## config.mk

```make
export PLATFORM = sky130hd
export DESIGN_NAME = muldiv_unit
export DESIGN_NICKNAME = d
export VERILOG_FILES = /design/src/rtl/muldiv_unit.sv
export SDC_FILE = /design/constraint.sdc
export NUM_CORES = 1
export LEC_CHECK = 0
export CORE_MARGIN = 4
export CORE_UTILIZATION = 60
export DETAILED_ROUTE_END_ITERATION = 7
export GPL_ROUTABILITY_DRIVEN = 1
export GPL_TIMING_DRIVEN = 1
export PLACE_DENSITY = 0.82
export SYNTH_ARGS = -nofsm -noshare
export SYNTH_HDL_FRONTEND = slang
export SYNTH_SLANG_ARGS = --single-unit
```

## constraint.sdc

```tcl
create_clock -name clk -period 5.1 [get_ports clk]
set_clock_uncertainty 0.15 [all_clocks]
set_input_delay 0.51 -clock clk [delete_from_list [all_inputs] [get_ports clk]]
set_output_delay 0.51 -clock clk [all_outputs]
set_load 0.05 [all_outputs]
```

## src/rtl/muldiv_unit.sv

```systemverilog
// Iterative RV32M multiply/divide unit: shift-add multiply, restoring divide.
// Ports: clk, reset, start, funct3, op_a, op_b, rd_in -> busy, done, result, wb_rd, wb_en.
module muldiv_unit #(
    parameter int XLEN = 32
) (
    input  logic            clk,
    input  logic            reset,
    input  logic            start,
    input  logic [2:0]      funct3,
    input  logic [XLEN-1:0] op_a,
    input  logic [XLEN-1:0] op_b,
    input  logic [4:0]      rd_in,
    output logic            busy,
    output logic            done,
    output logic [XLEN-1:0] result,
    output logic [4:0]      wb_rd,
    output logic            wb_en
);

    typedef enum logic [1:0] {
        IDLE,
        RUN,
        FIX,
        DONE
    } state_t;

    state_t      state;
    logic [4:0]  cnt;
    logic [2:0]  fn;
    logic [4:0]  rd_q;
    logic        neg_res;
    logic        neg_rem;
    // hi: product high half / partial remainder
    // lo: multiplier / dividend shifting into quotient
    logic [31:0] hi;
    logic [31:0] lo;
    logic [31:0] bq;

    logic        is_div;
    logic        sa_en;
    logic        sb_en;
    logic        sign_a;
    logic        sign_b;
    logic [31:0] mag_a;
    logic [31:0] mag_b;
    logic        div_zero;
    logic        div_ovf;
    logic        fast;
    logic [31:0] fast_res;

    logic [32:0] sum;
    logic [32:0] r;
    logic        ge;
    logic [31:0] diff;
    logic [31:0] hi_n;
    logic [31:0] lo_n;

    logic [63:0] prod;
    logic [63:0] prod_s;
    logic [31:0] quo;
    logic [31:0] rem;
    logic [31:0] fix_res;

    // Operand preparation for an accepted start
    always_comb begin
        is_div   = funct3[2];
        sa_en    = (funct3 == 3'b001) || (funct3 == 3'b010)
                 || (is_div && !funct3[0]);
        sb_en    = (funct3 == 3'b001) || (is_div && !funct3[0]);
        sign_a   = sa_en && op_a[31];
        sign_b   = sb_en && op_b[31];
        mag_a    = sign_a ? (32'd0 - op_a) : op_a;
        mag_b    = sign_b ? (32'd0 - op_b) : op_b;
        div_zero = is_div && (op_b == 32'd0);
        div_ovf  = is_div && !funct3[0]
                 && (op_a == 32'h8000_0000)
                 && (op_b == 32'hFFFF_FFFF);
        fast     = div_zero || div_ovf;
        fast_res = 32'd0;
        if (div_zero) begin
            fast_res = funct3[1] ? op_a : 32'hFFFF_FFFF;
        end else if (div_ovf) begin
            fast_res = funct3[1] ? 32'd0 : 32'h8000_0000;
        end
    end

    // One iteration of the shared datapath
    always_comb begin
        sum  = {1'b0, hi} + {1'b0, (lo[0] ? bq : 32'd0)};
        r    = {hi, lo[31]};
        ge   = (r >= {1'b0, bq});
        diff = r[31:0] - bq;
        if (fn[2]) begin
            hi_n = ge ? diff : r[31:0];
            lo_n = {lo[30:0], ge};
        end else begin
            hi_n = sum[32:1];
            lo_n = {sum[0], lo[31:1]};
        end
    end

    // Sign correction and result select
    always_comb begin
        prod    = {hi, lo};
        prod_s  = neg_res ? (64'd0 - prod) : prod;
        quo     = neg_res ? (32'd0 - lo) : lo;
        rem     = neg_rem ? (32'd0 - hi) : hi;
        if (fn[2]) begin
            fix_res = fn[1] ? rem : quo;
        end else begin
            fix_res = (fn == 3'b000) ? prod_s[31:0] : prod_s[63:32];
        end
    end

    always_ff @(posedge clk) begin
        if (reset) begin
            state   <= IDLE;
            cnt     <= 5'd0;
            fn      <= 3'd0;
            rd_q    <= 5'd0;
            neg_res <= 1'b0;
            neg_rem <= 1'b0;
            hi      <= 32'd0;
            lo      <= 32'd0;
            bq      <= 32'd0;
            busy    <= 1'b0;
            done    <= 1'b0;
            result  <= 32'd0;
            wb_rd   <= 5'd0;
            wb_en   <= 1'b0;
        end else begin
            unique case (state)
                IDLE, DONE: begin
                    done  <= 1'b0;
                    wb_en <= 1'b0;
                    state <= IDLE;
                    if (start) begin
                        fn   <= funct3;
                        rd_q <= rd_in;
                        if (fast) begin
                            result <= fast_res;
                            wb_rd  <= rd_in;
                            wb_en  <= (rd_in != 5'd0);
                            done   <= 1'b1;
                            state  <= DONE;
                        end else begin
                            hi      <= 32'd0;
                            lo      <= mag_a;
                            bq      <= mag_b;
                            neg_res <= sign_a ^ sign_b;
                            neg_rem <= sign_a;
                            cnt     <= 5'd0;
                            busy    <= 1'b1;
                            state   <= RUN;
                        end
                    end
                end
                RUN: begin
                    hi  <= hi_n;
                    lo  <= lo_n;
                    cnt <= cnt + 5'd1;
                    if (cnt == 5'd31) begin
                        state <= FIX;
                    end
                end
                FIX: begin
                    result <= fix_res;
                    wb_rd  <= rd_q;
                    wb_en  <= (rd_q != 5'd0);
                    done   <= 1'b1;
                    busy   <= 1'b0;
                    state  <= DONE;
                end
                default: begin
                    state <= IDLE;
                end
            endcase
        end
    end

endmodule

```

==> results of run 1 <==
-- kinds of logic after synthesis --
kind of cell / count (synthesis)
xor gates and xnor gates: 182
adders and majority gates: 76
and+or+nand+nor: 672
muxes: 70
buffers and inverters: 226
AOI/OAI and AO/OA: 671
DFF: 153
-- power groups by stage --
| stage | clock [µW] | sequential, µW | combinational (µW) |
|---|---|---|---|
| 6_report | 1330 | 1910 | 4430 |
| 5_1_grt | 1390 | 1950 | 4790 |
| 4_1_cts | 1330 | 1890 | 4310 |
| 3_5_place_dp | 0 | 1920 | 4280 |
| 3_3_place_gp | 0 | 1900 | 4210 |
| 2_1_floorplan | 0 | 1940 | 2980 |
-- worst register-to-register path: cells and delay by family, from the launching register on --
family / cells / cell delay, ps
buffers and inverters: 1 / 660
and+or+nand+nor: 2 / 330
AOI/OAI and AO/OA: 8 / 2240
adders and majority gates: 1 / 400
DFF: 1 / 400
-- metal layers --
layer	vias up	global-route usage [%]	part of all wire (%)
li1	7551	-	-
met1	7531	52.7	41
met2	1108	56.0	43
met3	165	7.87	12
met4	0	12.1	3.7
met5	-	0	0
-- registers in the layout, summed over array words and instances (netlist names), 2 cells and up --
name    count
wb_rd       5
bq         32
cnt         5
rd_q        5
result     32
hi         32
state       2
fn          3
lo         32
-- cells in the mapped netlist (all sizes together) (18+ instances only) --
cell,n
xor2,64
xnor2,118
a21o,27
nor3,44
nor2,212
dfxtp,153
mux2i,67
ha,74
buf,33
inv,75
o21bai,18
a211oi,53
nand2,199
or3,28
o211ai,41
nand4,25
a21oi,172
o31ai,40
clkbuf,115
a31oi,24
or4,21
o21ai,137
nor4,20
nand3,32
-- final cells by class --
class                      instances  share of cell area [%]
tap                              324                    2.42
sequential                       153                    18.3
multi-input combinational       1671                    65.2
inverter                          78                    1.75
timing repair buffer             152                    8.65
clock inverter                    15                    1.16
clock buffer                      17                    2.54
-- worst max path at each step --
stage / depth (start not counted) / start / to / slack [ps]
3_5_place_dp: 9 / op_a[4] / result[1]$_SDFFE_PP0P_ / 510
5_1_grt: 14 / lo[0]$_SDFFE_PP0P_ / hi[28]$_SDFFE_PP0P_ / 610
4_1_cts: 14 / lo[0]$_SDFFE_PP0P_ / hi[28]$_SDFFE_PP0P_ / 910
6_report: 9 / op_a[4] / result[1]$_SDFFE_PP0P_ / 650
2_1_floorplan: 13 / lo[0]$_SDFFE_PP0P_ / hi[28]$_SDFFE_PP0P_ / 1600
3_3_place_gp: 9 / op_a[4] / result[1]$_SDFFE_PP0P_ / 670
-- stage by stage --
stage	std cells	total power, µW	setup WS [ps]
floorplan	2050	4930	1600
global placement	2378	6110	673
detailed placement	2378	6190	507
CTS	2410	7530	908
global route	2410	8120	615
finish	2410	7680	655
==> impl_metrics.csv, run 1 <==
group,metric,value,unit
finish,drive_gt1_share,5.32,%
sta,holdWs,309,ps
place,numPortBuffers,114,
sta,setup_viol,0,
clock_tree,clkLatencyLatePin,450,ps
critical_path,r2r_slack,790,ps
yosys,synth_top_family_by_area,"compound AO/OA/AOI/OAI gates",
routing,drt_iter0_markers,2214,
global_route,grt_pass1_wl,80600,µm
yosys,yosysWarningCount,0,
power_and_ir_drop,combPwrFrac,57.7,%
finish,multi_input_area,10900,µm²
critical_path,startpoint_type,"input pin",
yosys,netlist.area_leader.share,20.7,%
routing,vias,16355,
finish,syn2layout_area_growth,12.9,%
critical_path,crit_type,"in2reg",
power_and_ir_drop,ir_drop,416,µV
routing,totalWireLength,51900,µm
critical_path,critPathCaptureType,"flip-flop",
yosys,seq_area_frac_synth,20.7,%
sta,finalCriticalPeriod,4450,ps
routing,post-route-drc-count,0,
yosys,synth_compound_area_share,29.9,%
critical_path,r2r-end,"hi[19]$_SDFFE_PP0P_",
clock_tree,clock_sinks,153,
floorplan,die_h,165,µm
floorplan,initial_utilization,61.0,%
power_and_ir_drop,p_clk_share,17.3,%
yosys,synth_area_leaders,"dfxtp_1 21%, xnor2_1 7.0%, ha_1 6.2%, a21oi_1 5.8%, nor2_1 5.4%",
yosys,synth_xor_area_share,10.7,%
yosys,syn_inst,2050,
clock_tree,cts_buffers,17,
clock_tree,cts-hold-fix-buffers,0,
yosys,synth_fp_nets,2201,
yosys,synth-simple-area-share,21.4,%
worst_hold_path,hp-start,"reset",
routing,wl_per_cell,21.5,µm
yosys,yosys.area_share.adder,6.51,%
routing,antenna_left,0,
power_and_ir_drop,p_switching,3940,µW
critical_path,cp.arrival,4580,ps
place,hpwl,38600,µm
clock_tree,post_cts_buffers,0,
critical_path,path_max_fanout,9,
global_route,antenna_found_initial,0,
finish,num_antenna_cells,0,
critical_path,cp_cell_sequence,"clkdlybuf4s50_1 -> nor3_1 -> nand3_1 -> or4_4 -> o31ai_4 -> nand2_1 -> o21a_1 -> nor3_1 -> nor3_1",
clock_tree,cts_tree,"built",
critical_path,max_stage_delay,660,ps
clock_tree,cts.reportedPaths.clkPinSlew,80,ps
finish,final_cell_area,16700,µm²
sta,hold_viol_final,0,
worst_hold_path,hold_path.class,"in2reg",
place,place_congestion,1.02,
worst_hold_path,worstHoldEndpoint,"bq[0]$_SDFFE_PP0P_",
yosys,ys_ff_latch,153,
power_and_ir_drop,pwr-share-seq,24.9,%
clock_tree,cts_root_buffer,"clkbuf_16",
critical_path,rr_worst_depth,12,
sta,slew_headroom,21.4,%
sta,rsz0062_at_grt,"no",
floorplan,rows,57,
finish,nNetsFinal,2224,
clock_tree,clockBufferDepth,2,
clock_tree,ctsHtreeMaxLevel,4,
global_route,grt_max_degree,94,
status,status,"completed",
critical_path,cp_top_family,"simple AND/OR/NAND/NOR gates",
finish,fill_cells,2108,
yosys,synth_flop_cell,"dfxtp_1",
worst_hold_path,min_path_cells,2,
run,cap_violations,0,
global_route,grt_overflow,0,
yosys,syn_avg_cell_area,7.23,µm²
sta,tns,0,ps
critical_path,crit_required,5230,ps
yosys,synth_mux_area_share,4.75,%
critical_path,cp_slowest_cell,"or4_4",
global_route,grt_usage,37.1,%
power_and_ir_drop,internal-power,3740,µW
floorplan,io-pin-count,115,
sta,period_share,87.2,%
yosys,ys_async_sr_fraction,0,%
yosys,synth_area_leader_cell,"dfxtp_1",
routing,firstDrtPassIters,8,
sta,worst_pin_slew,1180,ps
place,placed_cell_area,16100,µm²
critical_path,r2r_start,"lo[0]$_SDFFE_PP0P_",
sta,max_freq,0.225,GHz
floorplan,coreArea,24300,µm²
critical_path,path_buf_inv,1,
sta,slew_violations,0,
critical_path,crit_path_frequent_cell,"nor3_1",
floorplan,die_x,165,µm
floorplan,die_area,27300,µm²
power_and_ir_drop,leakage,0.00632,µW
power_and_ir_drop,power_density,459,nW/µm²
finish,final_common_cell,"nor2_1",
yosys,syn_area,14800,µm²
yosys,synth_edf_count,0,
finish,layout_common_cells,"210 x nor2_1, 199 x nand2_1, 172 x a21oi_1",
global_route,grt_pass1_vias,14759,
finish,final-seq-area,3070,µm²
yosys,synth_cell_types,81,
finish,final_util,68.9,%
clock_tree,post_cts_resized,0,
routing,vias_per_cell,6.79,
power_and_ir_drop,netSwitchingFraction,51.3,%
Power figures use the tool's default switching activity.
==> run 2, diff against run 1 <==
- CTS_CLUSTER_DIAMETER: unset -> 100
- DONT_BUFFER_PORTS: unset -> 1
- PLACE_DENSITY: 0.82 -> 0.76
==> impl_metrics.csv, run 2 (synthesized netlist as in run 1, its figures left out) <==
group,metric,value,unit
status,status,"completed",
sta,max_freq,0.234,GHz
power_and_ir_drop,leakage,0.00592,µW
routing,wl_per_cell,23.4,µm
power_and_ir_drop,power_density,479,nW/µm²
routing,post-route-drc-count,0,
critical_path,cp.arrival,4440,ps
critical_path,rr_worst_depth,13,
finish,final-seq-area,3070,µm²
critical_path,crit_start,"lo[0]$_SDFFE_PP0P_",
clock_tree,clockBufferDepth,2,
sta,period_share,83.7,%
place,hpwl,38200,µm
critical_path,r2r_slack,830,ps
global_route,grt_max_degree,70,
finish,layout_common_cells,"210 x nor2_1, 199 x nand2_1, 172 x a21oi_1",
floorplan,initial_utilization,61.0,%
global_route,grt_overflow,0,
critical_path,crit_required,5270,ps
global_route,antenna_found_initial,1,
global_route,grt_usage,38.4,%
floorplan,die_area,27300,µm²
place,place_congestion,0.997,
finish,final_util,64.5,%
worst_hold_path,hold_path.class,"in2reg",
sta,worst_pin_slew,1150,ps
finish,nNetsFinal,2118,
finish,syn2layout_area_growth,5.84,%
global_route,grt_pass1_vias,14836,
floorplan,io-pin-count,115,
clock_tree,clkLatencyLatePin,450,ps
routing,totalWireLength,53900,µm
sta,fin_ws,833,ps
run,cap_violations,0,
finish,multi_input_area,10900,µm²
routing,vias_per_cell,6.92,
sta,slew_headroom,23.6,%
place,preCtsSetupSlack,901,ps
place,numPortBuffers,0,
critical_path,startpoint_type,"flip-flop",
clock_tree,post_cts_resized,0,
clock_tree,cts.reportedPaths.clkPinSlew,70,ps
clock_tree,clock_sinks,153,
routing,vias,15962,
clock_tree,cts_root_buffer,"clkbuf_16",
critical_path,crit_type,"reg2reg",
sta,rsz0062_at_grt,"no",
finish,drive_gt1_share,5.25,%
critical_path,crit_path_end,"hi[28]$_SDFFE_PP0P_",
sta,setup_viol,0,
global_route,grt_pass1_wl,82600,µm
clock_tree,cts_buffers,17,
sta,slew_violations,0,
finish,fill_cells,2219,
critical_path,r2r-end,"hi[28]$_SDFFE_PP0P_",
power_and_ir_drop,ir_drop,499,µV
finish,final_common_cell,"nor2_1",
critical_path,r2r_start,"lo[0]$_SDFFE_PP0P_",
floorplan,die_x,165,µm
sta,finalCriticalPeriod,4270,ps
routing,firstDrtPassIters,8,
floorplan,rows,57,
routing,antenna_left,0,
critical_path,path_max_fanout,17,
sta,tns,0,ps
clock_tree,ctsHtreeMaxLevel,4,
sta,hold_viol_final,0,
floorplan,die_h,165,µm
critical_path,critPathCaptureType,"flip-flop",
floorplan,coreArea,24300,µm²
routing,drt_iter0_markers,2012,
clock_tree,cts_tree,"built",
run 2: worst min-delay path by stage:
stage,from,to,slack [ps],depth (start not counted)
after floorplan,cnt[4]$_SDFFE_PP0P_,cnt[4]$_SDFFE_PP0P_,290,2
after CTS,reset,lo[1]$_SDFFE_PP0P_,2,1
final,reset,lo[0]$_SDFFE_PP0P_,20,1
after global placement,cnt[4]$_SDFFE_PP0P_,cnt[4]$_SDFFE_PP0P_,290,2
after global routing,reset,lo[0]$_SDFFE_PP0P_,0.6,1
after detailed placement,cnt[4]$_SDFFE_PP0P_,cnt[4]$_SDFFE_PP0P_,300,2
run 2: layout make-up:
class,instances,area share [%]
Multi-Input combinational cell,1671,69.5
Inverter,78,1.87
Tap cell,324,2.58
Antenna cell,1,0.0159
Sequential cell,153,19.5
Clock buffer,18,2.73
Timing Repair Buffer,46,2.65
Clock inverter,14,1.08
run 2: layer usage:
metal	global-route usage [%]	vias to the layer above	routed length [µm]
li1	-	7325	-
met1	50.8	7470	22000
met2	58.1	950	22900
met3	12.1	215	6490
met4	15.6	2	2460
met5	0	-	16
run 2: stage by stage:
stage               hold WS (ps)  power (µW)  area [µm²]  std cells
floorplan                    286        4930       14800       2050
global placement             287        5930       14900       2258
detailed placement           297        5990       14900       2258
CTS                         2.02        7370       15700       2302
global route               0.638        7930       15700       2304
finish                      18.4        7510       15700       2305
run 2: critical path: stages, from the launching register on:
cell	delay, ps
dfxtp_1	350
inv_1	420
buf_4	330
nor2_1	70
ha_1	370
and2_1	200
and3_1	180
and2_1	190
a311oi_1	500
nor4_1	130
a2111oi_0	690
xnor2_1	150
a222oi_1	290
o21ai_0	130
run 2: timing repair:
item / in CTS / in global routing
buffers inserted: 0 / 0
hold buffers: 12 / 2
endpoints found under the hold margin: 54 / 1
run 2: power by group:
part	internal (µW)	switching [µW]	total, µW
registers	1490	696	2190
logic	1430	2550	3980
clock network	705	640	1340
